## config.mk

```make
export PLATFORM = sky130hd
export DESIGN_NAME = pipe_control
export DESIGN_NICKNAME = d
export VERILOG_FILES = /design/src/rtl/pipe_ctrl_pkg.sv /design/src/rtl/ctrl_decode.sv /design/src/rtl/pipe_control.sv
export SDC_FILE = /design/constraint.sdc
export NUM_CORES = 1
export LEC_CHECK = 0
export ABC_CLOCK_PERIOD_IN_PS = 7900
export CORE_ASPECT_RATIO = 0.8
export CORE_UTILIZATION = 52
export DETAILED_ROUTE_END_ITERATION = 6
export GPL_TIMING_DRIVEN = 0
export PLACE_DENSITY = 0.84
export SETUP_SLACK_MARGIN = 0.5
export SLEW_MARGIN = 20
export SYNTH_ARGS = -nofsm -noshare
export SYNTH_HDL_FRONTEND = slang
export SYNTH_SLANG_ARGS = --single-unit
```

## constraint.sdc

```tcl
create_clock -name clk -period 7.9 [get_ports clk]
set_clock_uncertainty 0.2 [all_clocks]
set_input_delay 2.37 -clock clk [delete_from_list [all_inputs] [get_ports clk]]
set_output_delay 2.37 -clock clk [all_outputs]
set_load 0.03 [all_outputs]
```

## src/rtl/pipe_ctrl_pkg.sv

```systemverilog
// Shared encodings and the control bundle for the RV32 five-stage pipeline
// control unit.
package pipe_ctrl_pkg;

  localparam logic [6:0] OP_R      = 7'b0110011;
  localparam logic [6:0] OP_IMM    = 7'b0010011;
  localparam logic [6:0] OP_LOAD   = 7'b0000011;
  localparam logic [6:0] OP_STORE  = 7'b0100011;
  localparam logic [6:0] OP_BRANCH = 7'b1100011;
  localparam logic [6:0] OP_JAL    = 7'b1101111;
  localparam logic [6:0] OP_JALR   = 7'b1100111;
  localparam logic [6:0] OP_LUI    = 7'b0110111;
  localparam logic [6:0] OP_AUIPC  = 7'b0010111;

  typedef enum logic [3:0] {
    ALU_ADD  = 4'd0,
    ALU_SUB  = 4'd1,
    ALU_SLL  = 4'd2,
    ALU_SLT  = 4'd3,
    ALU_SLTU = 4'd4,
    ALU_XOR  = 4'd5,
    ALU_SRL  = 4'd6,
    ALU_SRA  = 4'd7,
    ALU_OR   = 4'd8,
    ALU_AND  = 4'd9
  } alu_ctrl_e;

  typedef enum logic [1:0] {
    A_RS1  = 2'b00,
    A_PC   = 2'b01,
    A_ZERO = 2'b10
  } a_sel_e;

  typedef enum logic [1:0] {
    WB_ALU = 2'b00,
    WB_MEM = 2'b01,
    WB_PC4 = 2'b10
  } wb_sel_e;

  typedef enum logic [1:0] {
    FWD_RF  = 2'b00,
    FWD_WB  = 2'b01,
    FWD_MEM = 2'b10
  } fwd_e;

  typedef struct packed {
    logic      alu_src;
    a_sel_e    a_sel;
    alu_ctrl_e alu_ctrl;
    logic      branch;
    logic      jl;
    logic      jlr;
    logic      mem_read;
    logic      mem_write;
    logic [2:0] f3;
    logic      reg_write;
    wb_sel_e   wb_sel;
  } ctrl_bundle_t;

  localparam ctrl_bundle_t CTRL_BUBBLE = '0;

  // {alt, f3} -> ALU function; alt selects sub/sra.
  function automatic alu_ctrl_e alu_decode(input logic alt, input logic [2:0] f3);
    alu_ctrl_e op;
    unique case (f3)
      3'b000:  op = alt ? ALU_SUB : ALU_ADD;
      3'b001:  op = ALU_SLL;
      3'b010:  op = ALU_SLT;
      3'b011:  op = ALU_SLTU;
      3'b100:  op = ALU_XOR;
      3'b101:  op = alt ? ALU_SRA : ALU_SRL;
      3'b110:  op = ALU_OR;
      default: op = ALU_AND;
    endcase
    return op;
  endfunction

endpackage

```

## src/rtl/ctrl_decode.sv

```systemverilog
// Combinational ID-stage decoder: opcode/f3/f7 to control bundle, register
// usage flags and illegal-opcode detection.
module ctrl_decode
  import pipe_ctrl_pkg::*;
#(
  parameter bit EN_ITYPE = 1'b1,
  parameter bit EN_UPPER = 1'b1
) (
  input  logic         i_valid,
  input  logic [6:0]   i_opcode,
  input  logic [2:0]   i_f3,
  input  logic [6:0]   i_f7,
  output ctrl_bundle_t o_ctrl,
  output logic         o_uses_rs1,
  output logic         o_uses_rs2,
  output logic         o_illegal
);

  ctrl_bundle_t w_ctrl;
  logic         w_known;
  logic         w_uses_rs1;
  logic         w_uses_rs2;
  logic         w_unused_f7;

  assign w_unused_f7 = ^{i_f7[6], i_f7[4:0]};

  always_comb begin
    w_ctrl     = CTRL_BUBBLE;
    w_known    = 1'b1;
    w_uses_rs1 = 1'b0;
    w_uses_rs2 = 1'b0;
    case (i_opcode)
      OP_R: begin
        w_ctrl.alu_ctrl  = alu_decode(i_f7[5], i_f3);
        w_ctrl.reg_write = 1'b1;
        w_uses_rs1       = 1'b1;
        w_uses_rs2       = 1'b1;
      end
      OP_IMM: begin
        if (EN_ITYPE) begin
          // f7 only distinguishes srai from srli; addi has no subtract form
          w_ctrl.alu_ctrl  = alu_decode((i_f3 == 3'b101) && i_f7[5], i_f3);
          w_ctrl.alu_src   = 1'b1;
          w_ctrl.reg_write = 1'b1;
          w_uses_rs1       = 1'b1;
        end else begin
          w_known = 1'b0;
        end
      end
      OP_LOAD: begin
        w_ctrl.alu_src   = 1'b1;
        w_ctrl.mem_read  = 1'b1;
        w_ctrl.f3        = i_f3;
        w_ctrl.reg_write = 1'b1;
        w_ctrl.wb_sel    = WB_MEM;
        w_uses_rs1       = 1'b1;
      end
      OP_STORE: begin
        w_ctrl.alu_src   = 1'b1;
        w_ctrl.mem_write = 1'b1;
        w_ctrl.f3        = i_f3;
        w_uses_rs1       = 1'b1;
        w_uses_rs2       = 1'b1;
      end
      OP_BRANCH: begin
        w_ctrl.alu_ctrl = ALU_SUB;
        w_ctrl.branch   = 1'b1;
        w_uses_rs1      = 1'b1;
        w_uses_rs2      = 1'b1;
      end
      OP_JAL: begin
        w_ctrl.a_sel     = A_PC;
        w_ctrl.alu_src   = 1'b1;
        w_ctrl.jl        = 1'b1;
        w_ctrl.reg_write = 1'b1;
        w_ctrl.wb_sel    = WB_PC4;
      end
      OP_JALR: begin
        w_ctrl.alu_src   = 1'b1;
        w_ctrl.jlr       = 1'b1;
        w_ctrl.reg_write = 1'b1;
        w_ctrl.wb_sel    = WB_PC4;
        w_uses_rs1       = 1'b1;
      end
      OP_LUI: begin
        if (EN_UPPER) begin
          w_ctrl.a_sel     = A_ZERO;
          w_ctrl.alu_src   = 1'b1;
          w_ctrl.reg_write = 1'b1;
        end else begin
          w_known = 1'b0;
        end
      end
      OP_AUIPC: begin
        if (EN_UPPER) begin
          w_ctrl.a_sel     = A_PC;
          w_ctrl.alu_src   = 1'b1;
          w_ctrl.reg_write = 1'b1;
        end else begin
          w_known = 1'b0;
        end
      end
      default: w_known = 1'b0;
    endcase
  end

  assign o_ctrl     = (i_valid && w_known) ? w_ctrl : CTRL_BUBBLE;
  assign o_uses_rs1 = i_valid && w_known && w_uses_rs1;
  assign o_uses_rs2 = i_valid && w_known && w_uses_rs2;
  assign o_illegal  = i_valid && !w_known;

endmodule

```

## src/rtl/pipe_control.sv

```systemverilog
// Pipelined control unit: ID decode, ID/EX, EX/MEM and MEM/WB control
// registers, load-use/RAW hazard stall, redirect flush and EX forwarding.
module pipe_control
  import pipe_ctrl_pkg::*;
#(
  parameter int unsigned RF_ADDR_W = 5,
  parameter bit          EN_ITYPE  = 1'b1,
  parameter bit          EN_UPPER  = 1'b1,
  parameter bit          EN_FWD    = 1'b1
) (
  input  logic                 clk,
  input  logic                 rst_n,
  input  logic                 id_valid,
  input  logic [6:0]           opcode,
  input  logic [2:0]           f3,
  input  logic [6:0]           f7,
  input  logic [RF_ADDR_W-1:0] rs1,
  input  logic [RF_ADDR_W-1:0] rs2,
  input  logic [RF_ADDR_W-1:0] rd,
  input  logic                 ex_redirect,
  output logic                 stall_if,
  output logic                 flush_id,
  output logic                 ex_alu_src,
  output logic [1:0]           ex_a_sel,
  output logic [3:0]           ex_alu_ctrl,
  output logic                 ex_branch,
  output logic                 ex_jl,
  output logic                 ex_jlr,
  output logic [1:0]           ex_fwd_a,
  output logic [1:0]           ex_fwd_b,
  output logic                 mem_read,
  output logic                 mem_write,
  output logic [2:0]           mem_f3,
  output logic                 wb_reg_write,
  output logic [1:0]           wb_sel,
  output logic [RF_ADDR_W-1:0] wb_rd,
  output logic                 illegal
);

  ctrl_bundle_t         w_id_ctrl;
  ctrl_bundle_t         w_id_bundle;
  logic                 w_uses_rs1;
  logic                 w_uses_rs2;
  logic                 w_id_illegal;
  logic [RF_ADDR_W-1:0] w_id_rd;
  logic [RF_ADDR_W-1:0] w_id_rs1;
  logic [RF_ADDR_W-1:0] w_id_rs2;

  ctrl_bundle_t         r_ex;
  logic [RF_ADDR_W-1:0] r_ex_rd;
  logic [RF_ADDR_W-1:0] r_ex_rs1;
  logic [RF_ADDR_W-1:0] r_ex_rs2;
  logic                 r_ex_illegal;

  logic                 r_mem_read;
  logic                 r_mem_write;
  logic [2:0]           r_mem_f3;
  logic                 r_mem_reg_write;
  wb_sel_e              r_mem_wb_sel;
  logic [RF_ADDR_W-1:0] r_mem_rd;

  logic                 r_wb_reg_write;
  wb_sel_e              r_wb_sel;
  logic [RF_ADDR_W-1:0] r_wb_rd;

  logic                 w_ex_hit;
  logic                 w_mem_hit;
  logic                 w_hazard;
  logic                 w_ex_bubble;

  ctrl_decode #(
    .EN_ITYPE(EN_ITYPE),
    .EN_UPPER(EN_UPPER)
  ) u_decode (
    .i_valid    (id_valid),
    .i_opcode   (opcode),
    .i_f3       (f3),
    .i_f7       (f7),
    .o_ctrl     (w_id_ctrl),
    .o_uses_rs1 (w_uses_rs1),
    .o_uses_rs2 (w_uses_rs2),
    .o_illegal  (w_id_illegal)
  );

  // Unused source fields and non-written rd are carried as x0, so every
  // hazard/forward compare below reduces to "index nonzero and equal".
  always_comb begin
    w_id_bundle           = w_id_ctrl;
    w_id_bundle.reg_write = w_id_ctrl.reg_write && (rd != '0);
    w_id_rd               = w_id_bundle.reg_write ? rd : '0;
    w_id_rs1              = w_uses_rs1 ? rs1 : '0;
    w_id_rs2              = w_uses_rs2 ? rs2 : '0;
  end

  assign w_ex_hit  = (r_ex_rd != '0) && ((w_id_rs1 == r_ex_rd) || (w_id_rs2 == r_ex_rd));
  assign w_mem_hit = (r_mem_rd != '0) && ((w_id_rs1 == r_mem_rd) || (w_id_rs2 == r_mem_rd));
  assign w_hazard  = EN_FWD ? (r_ex.mem_read && w_ex_hit) : (w_ex_hit || w_mem_hit);

  assign w_ex_bubble = w_hazard || ex_redirect;
  assign stall_if    = w_hazard && !ex_redirect;
  assign flush_id    = ex_redirect && rst_n;

  function automatic fwd_e fwd_sel(
    input logic [RF_ADDR_W-1:0] src,
    input logic                 mem_we,
    input logic [RF_ADDR_W-1:0] mem_dst,
    input logic                 wb_we,
    input logic [RF_ADDR_W-1:0] wb_dst
  );
    fwd_e sel;
    if (!EN_FWD)
      sel = FWD_RF;
    else if (mem_we && (mem_dst != '0) && (mem_dst == src))
      sel = FWD_MEM;
    else if (wb_we && (wb_dst != '0) && (wb_dst == src))
      sel = FWD_WB;
    else
      sel = FWD_RF;
    return sel;
  endfunction

  assign ex_fwd_a = fwd_sel(r_ex_rs1, r_mem_reg_write, r_mem_rd, r_wb_reg_write, r_wb_rd);
  assign ex_fwd_b = fwd_sel(r_ex_rs2, r_mem_reg_write, r_mem_rd, r_wb_reg_write, r_wb_rd);

  always_ff @(posedge clk or negedge rst_n) begin
    if (!rst_n) begin
      r_ex            <= CTRL_BUBBLE;
      r_ex_rd         <= '0;
      r_ex_rs1        <= '0;
      r_ex_rs2        <= '0;
      r_ex_illegal    <= 1'b0;
      r_mem_read      <= 1'b0;
      r_mem_write     <= 1'b0;
      r_mem_f3        <= '0;
      r_mem_reg_write <= 1'b0;
      r_mem_wb_sel    <= WB_ALU;
      r_mem_rd        <= '0;
      r_wb_reg_write  <= 1'b0;
      r_wb_sel        <= WB_ALU;
      r_wb_rd         <= '0;
    end else begin
      r_ex            <= w_ex_bubble ? CTRL_BUBBLE : w_id_bundle;
      r_ex_rd         <= w_ex_bubble ? '0 : w_id_rd;
      r_ex_rs1        <= w_ex_bubble ? '0 : w_id_rs1;
      r_ex_rs2        <= w_ex_bubble ? '0 : w_id_rs2;
      r_ex_illegal    <= !w_ex_bubble && w_id_illegal;
      r_mem_read      <= r_ex.mem_read;
      r_mem_write     <= r_ex.mem_write;
      r_mem_f3        <= r_ex.f3;
      r_mem_reg_write <= r_ex.reg_write;
      r_mem_wb_sel    <= r_ex.wb_sel;
      r_mem_rd        <= r_ex_rd;
      r_wb_reg_write  <= r_mem_reg_write;
      r_wb_sel        <= r_mem_wb_sel;
      r_wb_rd         <= r_mem_rd;
    end
  end

  assign ex_alu_src   = r_ex.alu_src;
  assign ex_a_sel     = r_ex.a_sel;
  assign ex_alu_ctrl  = r_ex.alu_ctrl;
  assign ex_branch    = r_ex.branch;
  assign ex_jl        = r_ex.jl;
  assign ex_jlr       = r_ex.jlr;
  assign illegal      = r_ex_illegal;
  assign mem_read     = r_mem_read;
  assign mem_write    = r_mem_write;
  assign mem_f3       = r_mem_f3;
  assign wb_reg_write = r_wb_reg_write;
  assign wb_sel       = r_wb_sel;
  assign wb_rd        = r_wb_rd;

endmodule

```

==> metrics.md, run 1 <==
| Metric | Value |
|---|---|
| Result of the run | `complete, no violations` |
| Yosys top cell by area | `sky130_fd_sc_hd__dfrtp_1` |
| Dpl cell area | `3190 µm²` |
| Unrepaired setup endpoints after global routing | `false` |
| Final Routed Wirelength | `5560 µm` |
| Ratio of cells with drive above 1 in the final layout | `11.2%` |
| Count of different cell masters after synthesis | `51` |
| Commonest non-fill, non-tap cell in the layout | `sky130_fd_sc_hd__dfrtp_1` |
| Proportion of power drawn by combinational gates | `8.7%` |
| Initial antenna violation count | `0` |
| Clock Latency Late Sink | `0.31 ns` |
| Area of all placed cells without fillers | `3300 µm²` |
| Arrival time of the worst setup path | `4.70 ns` |
| Height of the die | `64.9 µm` |
| Pins Over Slew Limit | `0` |
| Number of nets in the final layout | `330` |
| Top cell type's share of synthesized area | `53.6%` |
| Layout Area Growth over Synthesis | `28.3%` |
| Worst-Margin Slew | `0.669 ns` |
| Warning count from the yosys run | `0` |
| I/O pin cnt | `66` |
| Iteration-0 DRC count of the detailed router | `99` |
| Commonest non-fill, non-tap cells in the layout | `55 x sky130_fd_sc_hd__dfrtp_1, 50 x sky130_fd_sc_hd__clkdlybuf4s50_1, 17 x sky130_fd_sc_hd__nor2_1` |
| Detailed-route vias per instance | `5.59` |
| Critical path cell sequence | `clkdlybuf4s50_1 -> nor2_1 -> o21ai_4 -> or3_1 -> a22o_1 -> o22ai_4 -> buf_6 -> nor2b_1 -> clkbuf_4` |
| Share of the clock period used by the worst path | `92.1%` |
| Static Leak | `1.53 nW` |
| Critical path data required time | `5.33 ns` |
| Global placement routability congestion | `0.910` |
| Antenna fix cells | `0` |
| Hold wc startpoint | `r_ex[0]` |
| Seq cells post-synth | `55` |
| Kind of start point of the critical path | `input port` |
| Sequential cell area fraction in the yosys report | `53.6%` |
| Peak ir drop on the vdd network | `0.0000969 V` |
| Switching share of power | `24.9%` |
| Synthesized netlist cell count | `231` |
| Clock-pin slew on the worst setup and hold paths | `0.10 ns` |
| Core Region | `4680 µm²` |
| Top area cells in the synthesized netlist | `sky130_fd_sc_hd__dfrtp_1 54%, sky130_fd_sc_hd__xor2_1 5.1%, sky130_fd_sc_hd__nor4_1 3.2%` |
| Number of flops mapped to enable cells by yosys | `0` |
| Area of the mapped netlist | `2570 µm²` |
| Final setup violation count | `0` |
| Number of nets produced by synthesis | `267` |
| Cell family with most CP delay | `buffers and inverters` |
| Proportion of register bits with asynchronous set or reset after synthesis | `100%` |
| Worst path buffer plus inverter count | `3` |
| Site Rows | `22` |
| Total number of vias | `1983` |
| Clock net sink count | `55` |
| Worst Setup End Kind | `primary output` |
| Cell-internal power | `0.000366 W` |
| Die Wd | `80.6 µm` |
| Number of maximum-capacitance constraint violations | `0` |
| Combined flip-flop and latch cell area | `1380 µm²` |
| Final Util | `70.4%` |
| Critical Setup Path Class | `input port to primary output` |
| Area of the multi-input gates | `1070 µm²` |
| Largest fanout on the critical path | `10` |
| Post-DP HPWL | `4090 µm` |
| Residual DRC count | `0` |
| Critical path's largest stage delay | `0.56 ns` |
| Mapped Avg Cell Area | `11.1 µm²` |
| Worst-path cell with the longest stage delay | `sky130_fd_sc_hd__clkdlybuf4s50_1` |
| Maximum number of pins on one net before global-route repair | `57` |
| Num CTS Buffers | `5` |
| Die area | `5230 µm²` |
| Cell Pwr Density | `148 nW/µm²` |
| Number of global-route vias before repair | `1785` |
| Launch instance of the worst register-to-register path | `r_ex_rd[1]` |
| Peak clock frequency supported by timing | `138 MHz` |
| Hold buffer count at CTS | `0` |
| Portion of total power attributed to the clock network | `33.3%` |
| Global-route congestion overflow total | `0` |
| H-tree level count | `2` |
| Number of fill cells | `353` |
| Number of antenna-violating nets in the routed design | `0` |
| Relative slew slack | `55.4%` |
| CTS tree | `yes` |
| Global-route wire length before repair | `8910 µm` |
| Root Buffer Master | `sky130_fd_sc_hd__clkbuf_8` |
| CTS Buffer Depth | `2` |
| Net Sw Power | `0.000121 W` |
| Pre-Repair DR Iteration Count | `4` |
| Crit path time final | `7.27 ns` |
| Classification of the worst-slack hold path | `register to register` |
| Overall track demand over capacity in global routing | `23.3%` |
| Number of hold violations in the final report | `0` |
| Worst Setup SP | `opcode[2]` |
| Count of input and output buffers | `55` |
| Routed wire per std cell | `15.7 µm` |
| Starting utilization of the core area | `54.9%` |
| Main synth FF type | `sky130_fd_sc_hd__dfrtp_1` |
| Relative contribution of sequential cells to total power | `58.0%` |
[cell families after synthesis]
| logic type | count (synthesis) | synth area share [%] |
|---|---|---|
| AND/OR/NAND/NOR | 105 | 25.0 |
| flip-flops | 55 | 53.6 |
| AO/OA/AOI/OAI | 24 | 7.70 |
| XOR/XNOR | 24 | 8.18 |
| buffers and inverters | 21 | 4.72 |
| multiplexers | 2 | 0.779 |
[worst paths after layout]
kind / to / slack [ns] / depth (start not counted)
worst max-delay path: stall_if / 0.63 / 9
worst min-delay path: r_mem_wb_sel[0] / 0.16 / 0
worst max register to register: r_ex[7] / 5.67 / 7
worst min register to register: r_mem_wb_sel[0] / 0.16 / 0
max in group asynchronous: r_ex_rd[0] / 5.17 / 1
min in group asynchronous: wb_sel[1] / 1.87 / 1
[per-stage QoR]
stage,total power (W),worst slack [ns],instances,hold WS (ns),TNS (ns)
global placement,0.000330,-0.166,346,0.133,-0.166
finish,0.000487,0.627,355,0.158,0
CTS,0.000490,0.508,354,0.159,0
global route,0.000507,0.500,355,0.165,0
floorplan,0.000304,1.11,231,0.131,0
detailed placement,0.000330,0.148,346,0.135,0
[area by class of cell]
class	count	share of cell area, %
well taps	60	2.28
inverters	6	0.683
clock inverters	3	0.759
clock buffers	5	2.09
repair buffers	56	16.9
plain buffers	15	3.00
multi-input cells	155	32.5
flip-flops and latches	55	41.8
[state kept, by name, indices dropped and copies added, names as in the netlist]
| signal | count |
|---|---|
| ex_a_sel | 2 |
| ex_alu_ctrl | 4 |
| ex_alu_src | 1 |
| ex_branch | 1 |
| ex_jl | 1 |
| ex_jlr | 1 |
| illegal | 1 |
| mem_f3 | 3 |
| mem_read | 1 |
| mem_write | 1 |
| r_ex | 8 |
| r_ex_rd | 5 |
| r_ex_rs1 | 5 |
| r_ex_rs2 | 5 |
| r_mem_rd | 5 |
| r_mem_reg_write | 1 |
| r_mem_wb_sel | 2 |
| wb_rd | 5 |
| wb_reg_write | 1 |
| wb_sel | 2 |
[power by group through the flow]
stage	Combinational [W]	Clock (W)	Sequential, W
floorplan	0.0000154	0	0.000289
global placement	0.0000420	0	0.000288
detailed placement	0.0000425	0	0.000288
CTS	0.0000427	0.000165	0.000282
global route	0.0000466	0.000178	0.000283
finish	0.0000426	0.000162	0.000282
[synthesized netlist by cell type (all sizes together), types with 2 or more instances]
| master | n |
|---|---|
| dfrtp | 55 |
| or4 | 5 |
| nand3 | 7 |
| a21oi | 2 |
| nor4b | 9 |
| a31oi | 3 |
| nand2 | 13 |
| nor2 | 17 |
| and2 | 3 |
| or3 | 2 |
| nor3 | 9 |
| nand4 | 3 |
| buf | 11 |
| nor4bb | 3 |
| mux2i | 2 |
| and3b | 3 |
| nor2b | 6 |
| xor2 | 15 |
| nand3b | 3 |
| or2 | 2 |
| inv | 6 |
| o21ai | 8 |
| xnor2 | 9 |
| nor4 | 13 |
| clkbuf | 4 |
[timing repair]
action / in CTS / in global routing
pin swaps: 0 / 0
buffers inserted: 0 / 1
endpoints found under the setup margin: 1 / 1
gates resized for setup: 5 / 5
[per-layer routing]
layer,track usage [%],part of all wire (%)
met5,0,0
met2,35.3,46
met3,5.07,6.3
met4,6.03,0.76
met1,34.1,47
Note: power is estimated with default switching activity, not from simulation.
==> inputs of run 2 (changes only) <==
--- a/config.mk
+++ b/config.mk
@@ -5,12 +5,12 @@
 export SDC_FILE = /design/constraint.sdc
 export NUM_CORES = 1
 export LEC_CHECK = 0
-export ABC_CLOCK_PERIOD_IN_PS = 7900
+export ABC_CLOCK_PERIOD_IN_PS = 7220
 export CORE_ASPECT_RATIO = 0.8
-export CORE_UTILIZATION = 52
+export CORE_UTILIZATION = 49
 export DETAILED_ROUTE_END_ITERATION = 6
 export GPL_TIMING_DRIVEN = 0
-export PLACE_DENSITY = 0.84
+export PLACE_DENSITY = 0.8
 export SETUP_SLACK_MARGIN = 0.5
 export SLEW_MARGIN = 20
 export SYNTH_ARGS = -nofsm -noshare
==> constraint.sdc (replaced) <==
create_clock -name clk -period 7.22 [get_ports clk]
set_clock_uncertainty 0.2 [all_clocks]
set_input_delay 2.166 -clock clk [delete_from_list [all_inputs] [get_ports clk]]
set_output_delay 2.166 -clock clk [all_outputs]
set_load 0.03 [all_outputs]
==> run 2 against run 1 <==
  * Global-route usage shrank 1.9 points
  * Routed wire length shrank 0.59%
  * Flip-flop and latch count did not move
  * Via count is 1.2% higher
  * Design area rose by 0.53%
  * Critical endpoint unchanged
  * Largest cell class unchanged
==> metrics.md, run 2 (same netlist as run 1, synthesis figures left out) <==
| Metric | Value |
|---|---|
| Flip-flop count of the largest register, all copies and words added | `8` |
| Critical path data required time | `4.85 ns` |
| Critical path's largest stage delay | `0.54 ns` |
| Crit path time final | `6.61 ns` |
| Routed wire per std cell | `15.4 µm` |
| Initial antenna violation count | `0` |
| Area of the multi-input gates | `1070 µm²` |
| Worst Setup End Kind | `primary output` |
| Static Leak | `1.54 nW` |
| Site Rows | `23` |
| Combined flip-flop and latch cell area | `1380 µm²` |
| Arrival time of the worst setup path | `4.24 ns` |
| Antenna fix cells | `0` |
| Relative slew slack | `55.8%` |
| CTS tree | `yes` |
| Pre-Repair DR Iteration Count | `4` |
| Critical Setup Path Class | `input port to primary output` |
| Die area | `5540 µm²` |
| Global-route congestion overflow total | `0` |
| Hold path depth | `0` |
| Largest fanout on the critical path | `4` |
| FF-to-FF path depth | `8` |
| Die Wd | `83.0 µm` |
| Ratio of cells with drive above 1 in the final layout | `12.1%` |
| Final setup violation count | `0` |
| Number of antenna-violating nets in the routed design | `0` |
| Share of the clock period used by the worst path | `91.5%` |
| Core Region | `5040 µm²` |
| Commonest non-fill, non-tap cells in the layout | `55 x sky130_fd_sc_hd__dfrtp_1, 46 x sky130_fd_sc_hd__clkdlybuf4s50_1, 16 x sky130_fd_sc_hd__nor2_1` |
| Residual DRC count | `0` |
| Number of fill cells | `407` |
| Peak ir drop on the vdd network | `0.000107 V` |
| Clock-pin slew on the worst setup and hold paths | `0.10 ns` |
| Power Total | `0.000538 W` |
| Hold buffer count at CTS | `0` |
| Number of hold violations in the final report | `0` |
| Global placement routability congestion | `0.847` |
| Worst setup slack before clock tree synthesis | `-0.152 ns` |
| Worst-path cell with the longest stage delay | `sky130_fd_sc_hd__clkdlybuf4s50_1` |
| Reg-to-reg slack, setup | `4.88 ns` |
| Hold wc startpoint | `r_ex[6]` |
| Commonest non-fill, non-tap cell in the layout | `sky130_fd_sc_hd__dfrtp_1` |
| Pins Over Slew Limit | `0` |
| Starting utilization of the core area | `51.0%` |
| Root Buffer Master | `sky130_fd_sc_hd__clkbuf_8` |
| Unrepaired setup endpoints after global routing | `false` |
| Capture point of the worst reg-to-reg path | `r_ex[0]` |
| Clock Latency Late Sink | `0.32 ns` |
| Count of input and output buffers | `55` |
| Overall track demand over capacity in global routing | `21.4%` |
| Worst Hold Path EP | `mem_write` |
| Launch instance of the worst register-to-register path | `r_ex_rd[1]` |
| Num CTS Buffers | `5` |
| Kind of start point of the critical path | `input port` |
| Post-DP HPWL | `4130 µm` |
| I/O pin cnt | `66` |
| Worst-Margin Slew | `0.663 ns` |
| Iteration-0 DRC count of the detailed router | `93` |
| Clock net sink count | `55` |
| Height of the die | `66.8 µm` |
| Detailed-route vias per instance | `5.59` |
| H-tree level count | `2` |
| Peak clock frequency supported by timing | `151 MHz` |
| Layout Area Growth over Synthesis | `29.0%` |
| CTS Buffer Depth | `2` |
| Result of the run | `complete, no violations` |
| Number of maximum-capacitance constraint violations | `0` |
| Number of global-route vias before repair | `1849` |
| Final Routed Wirelength | `5530 µm` |
| Worst-case setup margin in the final layout | `0.610 ns` |
| Reg with most FFs | `r_ex` |
| Total number of vias | `2007` |
| Global-route wire length before repair | `9100 µm` |
| Cell Pwr Density | `162 nW/µm²` |
| Classification of the worst-slack hold path | `register to register` |
| Number of nets in the final layout | `332` |
| Maximum number of pins on one net before global-route repair | `57` |
| Critical path cell sequence | `clkdlybuf4s50_1 -> nor4bb_1 -> a31oi_1 -> or2_2 -> a22o_1 -> o22ai_4 -> buf_6 -> nor2b_1 -> buf_4` |
[run 2: changes by cell type in the layout (fill, tap and decap cells not counted), sizes merged]
cell | before | now
dlygate4sd2 | 1 | 5
buf | 13 | 16
clkbuf | 10 | 9
clkdlybuf4s50 | 50 | 46
[run 2: what timing repair did]
action	4_1_cts	5_1_grt
pin swaps	2	2
gates resized for setup	13	2
setup endpoints to repair	1	1
setup buffers	2	1
gates cloned	0	0
[run 2: worst max-delay path by stage]
stage               from  slack [ns]       end  cells after the start
2_1_floorplan  opcode[5]        0.84  stall_if                      8
3_3_place_gp       rst_n       -0.45  flush_id                      3
3_5_place_dp   opcode[3]       -0.15  stall_if                      9
4_1_cts        opcode[1]        0.51  stall_if                      9
5_1_grt           rs1[4]        0.49  stall_if                      9
6_report          rs1[4]        0.61  stall_if                      9
[run 2: stage by stage]
| step | cells | setup TNS, ns | util [%] | hold WS, ns | instance area, µm² |
|---|---|---|---|---|---|
| global route | 359 | 0 | 65.8 | 0.168 | 3310 |
| detailed placement | 348 | -0.152 | 63.4 | 0.135 | 3190 |
| floorplan | 231 | 0 | - | 0.131 | 2570 |
| global placement | 348 | -0.549 | 63.5 | 0.132 | 3200 |
| CTS | 358 | 0 | 65.5 | 0.159 | 3300 |
| finish | 359 | 0 | 65.8 | 0.157 | 3310 |
[run 2: layout make-up]
cell class	instances	share of cell area [%]
repair buffers	58	17.1
well taps	62	2.34
clock buffers	5	2.08
plain buffers	15	2.98
multi-input cells	155	32.4
flip-flops and latches	55	41.5
inverters	6	0.680
clock inverters	3	0.831
[run 2: critical path: cells and delay by family]
family,cells,cell delay [ns]
AO/OA/AOI/OAI,3,0.52
buffers and inverters,3,0.85
AND/OR/NAND/NOR,3,0.72
[run 2: metal layers]
metal	track usage (%)	routed length (µm)	vias up
met2	33.0	2520	70
met1	30.3	2580	974
met5	0	0	-
met4	6.47	85	0
li1	-	-	953
met3	4.96	339	10
[run 2: power by group]
part / switching, W / internal, W
logic: 0.0000258 / 0.0000200
clock network: 0.000111 / 0.0000721
registers: 0.000000428 / 0.000309
total: 0.000138 / 0.000401
==> inputs of run 3 (changes only) <==
--- a/config.mk
+++ b/config.mk
@@ -5,12 +5,13 @@
 export SDC_FILE = /design/constraint.sdc
 export NUM_CORES = 1
 export LEC_CHECK = 0
-export ABC_CLOCK_PERIOD_IN_PS = 7220
+export ABC_AREA = 1
+export ABC_CLOCK_PERIOD_IN_PS = 5800
 export CORE_ASPECT_RATIO = 0.8
-export CORE_UTILIZATION = 49
+export CORE_UTILIZATION = 44
 export DETAILED_ROUTE_END_ITERATION = 6
 export GPL_TIMING_DRIVEN = 0
-export PLACE_DENSITY = 0.8
+export PLACE_DENSITY = 0.76
 export SETUP_SLACK_MARGIN = 0.5
 export SLEW_MARGIN = 20
 export SYNTH_ARGS = -nofsm -noshare
==> constraint.sdc (replaced) <==
create_clock -name clk -period 5.8 [get_ports clk]
set_clock_uncertainty 0.2 [all_clocks]
set_input_delay 1.74 -clock clk [delete_from_list [all_inputs] [get_ports clk]]
set_output_delay 1.74 -clock clk [all_outputs]
set_load 0.03 [all_outputs]
==> run 3 against run 2 <==
  * Global-route usage shrank 1.4 points
  * Routed wire length rose by 7.1%
  * Sequential power increased by 24%
  * Design area grew 7.9%
  * Non-clock buffer count increased by 9
  * Die area up 13%
  * Combinational power grew 54%
  * First-iteration DRC count is 28% higher
  * Flip-flop and latch count is the same
  * Synthesized cell count rose by 23%
  * Via count rose by 8.4%
  * Worst hold slack worse by 0.0015 ns
  * Critical path type unchanged
  * Largest power group unchanged
==> metrics.md, run 3 <==
| Metric | Value |
|---|---|
| Peak clock frequency supported by timing | `186 MHz` |
| Number of hold violations in the final report | `0` |
| Power Total | `0.000667 W` |
| Reg-to-reg slack, setup | `3.87 ns` |
| Number of nets in the final layout | `397` |
| Relative slew slack | `54.9%` |
| CTS Buffer Depth | `2` |
| Crit path time final | `5.37 ns` |
| Cell-internal power | `0.000501 W` |
| Launch instance of the worst register-to-register path | `r_ex_rd[1]` |
| Starting utilization of the core area | `46.9%` |
| Share of the clock period used by the worst path | `92.6%` |
| Portion of total power attributed to the clock network | `31.9%` |
| Die area | `6270 µm²` |
| Clock net sink count | `55` |
| Reg with most FFs | `r_ex` |
| Area of the mapped netlist | `2620 µm²` |
| Combined flip-flop and latch cell area | `1380 µm²` |
| Warning count from the yosys run | `0` |
| Proportion of power drawn by combinational gates | `10.6%` |
| Arrival time of the worst setup path | `3.43 ns` |
| Net Sw Power | `0.000166 W` |
| Pre-Repair DR Iteration Count | `4` |
| Number of fill cells | `472` |
| Initial antenna violation count | `0` |
| Dpl cell area | `3300 µm²` |
| Flip-flop count of the largest register, all copies and words added | `8` |
| Hold buffer count at CTS | `0` |
| Yosys top cell by area | `sky130_fd_sc_hd__dfrtp_1` |
| Relative contribution of sequential cells to total power | `57.6%` |
| Hold wc startpoint | `r_mem_wb_sel[0]` |
| Clock-pin slew on the worst setup and hold paths | `0.09 ns` |
| Number of flops mapped to enable cells by yosys | `0` |
| Largest fanout on the critical path | `9` |
| Kind of start point of the critical path | `input port` |
| Count of input and output buffers | `58` |
| Classification of the worst-slack hold path | `register to register` |
| Core Region | `5590 µm²` |
| Top area cells in the synthesized netlist | `sky130_fd_sc_hd__dfrtp_1 53%, sky130_fd_sc_hd__nand2_1 6.6%, sky130_fd_sc_hd__nor2_1 6.0%` |
| Die Wd | `88.3 µm` |
| Antenna fix cells | `0` |
| Global placement routability congestion | `0.949` |
| Commonest non-fill, non-tap cell in the layout | `sky130_fd_sc_hd__dfrtp_1` |
| Mapped Avg Cell Area | `9.23 µm²` |
| H-tree level count | `2` |
| Post-Route Setup TNS | `0 ns` |
| Pins Over Slew Limit | `0` |
| Worst Hold Path EP | `wb_sel[0]` |
| Residual DRC count | `0` |
| Detailed-route vias per instance | `4.94` |
| Height of the die | `71.0 µm` |
| Total number of vias | `2175` |
| Critical path data required time | `3.86 ns` |
| Area of all placed cells without fillers | `3580 µm²` |
| Top cell type's share of synthesized area | `52.5%` |
| Capture point of the worst reg-to-reg path | `ex_alu_ctrl[2]` |
| Peak ir drop on the vdd network | `0.000119 V` |
| Hold path depth | `0` |
| Seq cells post-synth | `55` |
| Sequential cell area fraction in the yosys report | `52.5%` |
| Result of the run | `complete, no violations` |
| Worst Setup End Kind | `primary output` |
| Area of the multi-input gates | `1140 µm²` |
| Routed wire per std cell | `13.5 µm` |
| Main synth FF type | `sky130_fd_sc_hd__dfrtp_1` |
| Number of nets produced by synthesis | `320` |
| Site Rows | `24` |
| Num CTS Buffers | `5` |
| Number of maximum-capacitance constraint violations | `0` |
| Leading cell types by count after synthesis | `55 x sky130_fd_sc_hd__dfrtp_1, 46 x sky130_fd_sc_hd__nand2_1, 42 x sky130_fd_sc_hd__nor2_1, 24 x sky130_fd_sc_hd__inv_1, 19 x sky130_fd_sc_hd__nand3_1` |
| Cell Pwr Density | `187 nW/µm²` |
| Number of antenna-violating nets in the routed design | `0` |
| Unrepaired setup endpoints after global routing | `true` |
| Cell with the most instances after synthesis | `sky130_fd_sc_hd__dfrtp_1` |
| Synthesized netlist cell count | `284` |
| Static Leak | `1.75 nW` |
| Switching share of power | `24.9%` |
| Commonest non-fill, non-tap cells in the layout | `55 x sky130_fd_sc_hd__dfrtp_1, 49 x sky130_fd_sc_hd__clkdlybuf4s50_1, 41 x sky130_fd_sc_hd__nand2_1` |
| Overall track demand over capacity in global routing | `20.0%` |
| FF-to-FF path depth | `12` |
| Layout Area Growth over Synthesis | `36.4%` |
| CTS tree | `yes` |
| Proportion of register bits with asynchronous set or reset after synthesis | `100%` |
| Worst-Margin Slew | `0.676 ns` |
| Final Routed Wirelength | `5920 µm` |
| I/O pin cnt | `66` |
| Critical Setup Path Class | `input port to primary output` |
| Count of different cell masters after synthesis | `28` |
| Clock Latency Late Sink | `0.30 ns` |
| Number of global-route vias before repair | `2092` |
| Final setup violation count | `0` |
| Iteration-0 DRC count of the detailed router | `119` |
| Ratio of cells with drive above 1 in the final layout | `22.7%` |
| Global-route wire length before repair | `9590 µm` |
| Global-route congestion overflow total | `0` |
| Root Buffer Master | `sky130_fd_sc_hd__clkbuf_8` |
| Maximum number of pins on one net before global-route repair | `57` |
| Post-DP HPWL | `4170 µm` |
[run 3: cell types whose count changed after synthesis, moves of 4 or more]
cell	delta
sky130_fd_sc_hd__nand2_1	+33
sky130_fd_sc_hd__nor2_1	+25
sky130_fd_sc_hd__inv_1	+18
sky130_fd_sc_hd__nand3_1	+13
sky130_fd_sc_hd__nor2_2	+13
sky130_fd_sc_hd__nand4_1	+11
sky130_fd_sc_hd__nor4_1	-10
sky130_fd_sc_hd__nor4b_1	-9
sky130_fd_sc_hd__nor2b_1	-6
sky130_fd_sc_hd__xor2_1	-5
sky130_fd_sc_hd__or4_1	-4
[run 3: metrics by stage]
| step | worst slack (ns) | hold WS [ns] | utilization [%] | cells |
|---|---|---|---|---|
| global route | 0.296 | 0.161 | 64.0 | 440 |
| detailed placement | -0.637 | 0.135 | 59.1 | 420 |
| floorplan | 0.630 | 0.131 | - | 284 |
| global placement | -0.963 | 0.131 | 59.1 | 420 |
| finish | 0.428 | 0.155 | 64.0 | 440 |
| CTS | 0.393 | 0.157 | 62.7 | 436 |
[run 3: final cells by class]
| class | instances | area share (%) |
|---|---|---|
| Buffer | 12 | 3.04 |
| Clock buffer | 5 | 1.92 |
| Clock inverter | 3 | 0.665 |
| Inverter | 26 | 2.87 |
| Multi-Input combinational cell | 191 | 31.9 |
| Sequential cell | 55 | 38.5 |
| Tap cell | 78 | 2.73 |
| Timing Repair Buffer | 70 | 18.4 |
[run 3: worst max-delay path, stage by stage]
cell and delay, ns:
sky130_fd_sc_hd__buf_4 0.12, sky130_fd_sc_hd__inv_4 0.06, sky130_fd_sc_hd__nor2_4 0.15, sky130_fd_sc_hd__inv_1 0.10, sky130_fd_sc_hd__o22ai_4 0.34, sky130_fd_sc_hd__nand4_1 0.20, sky130_fd_sc_hd__nand2_1 0.09, sky130_fd_sc_hd__nand2_1 0.05
sky130_fd_sc_hd__nor2_1 0.10, sky130_fd_sc_hd__nand3_1 0.08, sky130_fd_sc_hd__nand2_1 0.09, sky130_fd_sc_hd__nand2_2 0.07, sky130_fd_sc_hd__nor2_2 0.10, sky130_fd_sc_hd__buf_6 0.14
[run 3: kinds of logic (layout without fill, tap and decap cells)]
| group | after synthesis | in the layout | share of synthesized area, % |
|---|---|---|---|
| DFF | 55 | 55 | 52.5 |
| and+or+nand+nor | 156 | 156 | 28.9 |
| xor gates and xnor gates | 22 | 22 | 7.35 |
| AOI/OAI and AO/OA | 13 | 13 | 3.34 |
| buffers and inverters | 38 | 116 | 7.88 |
[run 3: routing by layer]
layer | track usage [%] | wire (µm) | vias up | part of all wire [%]
met3 | 3.73 | 349 | 6 | 5.9
met5 | 0 | 0 | - | 0
met2 | 31.4 | 2820 | 88 | 48
met1 | 28.0 | 2690 | 1022 | 45
li1 | - | - | 1059 | -
met4 | 6.81 | 57 | 0 | 0.96
[run 3: worst max path at each step]
stage	start	to	slack (ns)	depth (start not counted)
2_1_floorplan	opcode[1]	stall_if	0.63	15
3_3_place_gp	rst_n	flush_id	-0.96	4
3_5_place_dp	opcode[4]	stall_if	-0.64	17
4_1_cts	opcode[2]	stall_if	0.39	16
5_1_grt	opcode[5]	stall_if	0.30	14
6_report	opcode[5]	stall_if	0.43	14
[run 3: power by group through the flow]
stage,combinational [W],clock [W],sequential [W]
6_report,0.0000705,0.000213,0.000384
4_1_cts,0.0000665,0.000216,0.000384
5_1_grt,0.0000755,0.000237,0.000384
3_3_place_gp,0.0000610,0,0.000392
2_1_floorplan,0.0000234,0,0.000393
3_5_place_dp,0.0000617,0,0.000392
[run 3: repair_timing]
| item | in CTS | in global routing |
|---|---|---|
| hold endpoints to repair | 0 | 0 |
| pin swaps | 12 | 13 |
| setup buffers | 8 | 4 |
| gates resized for setup | 56 | 13 |
| setup endpoints to repair | 1 | 1 |
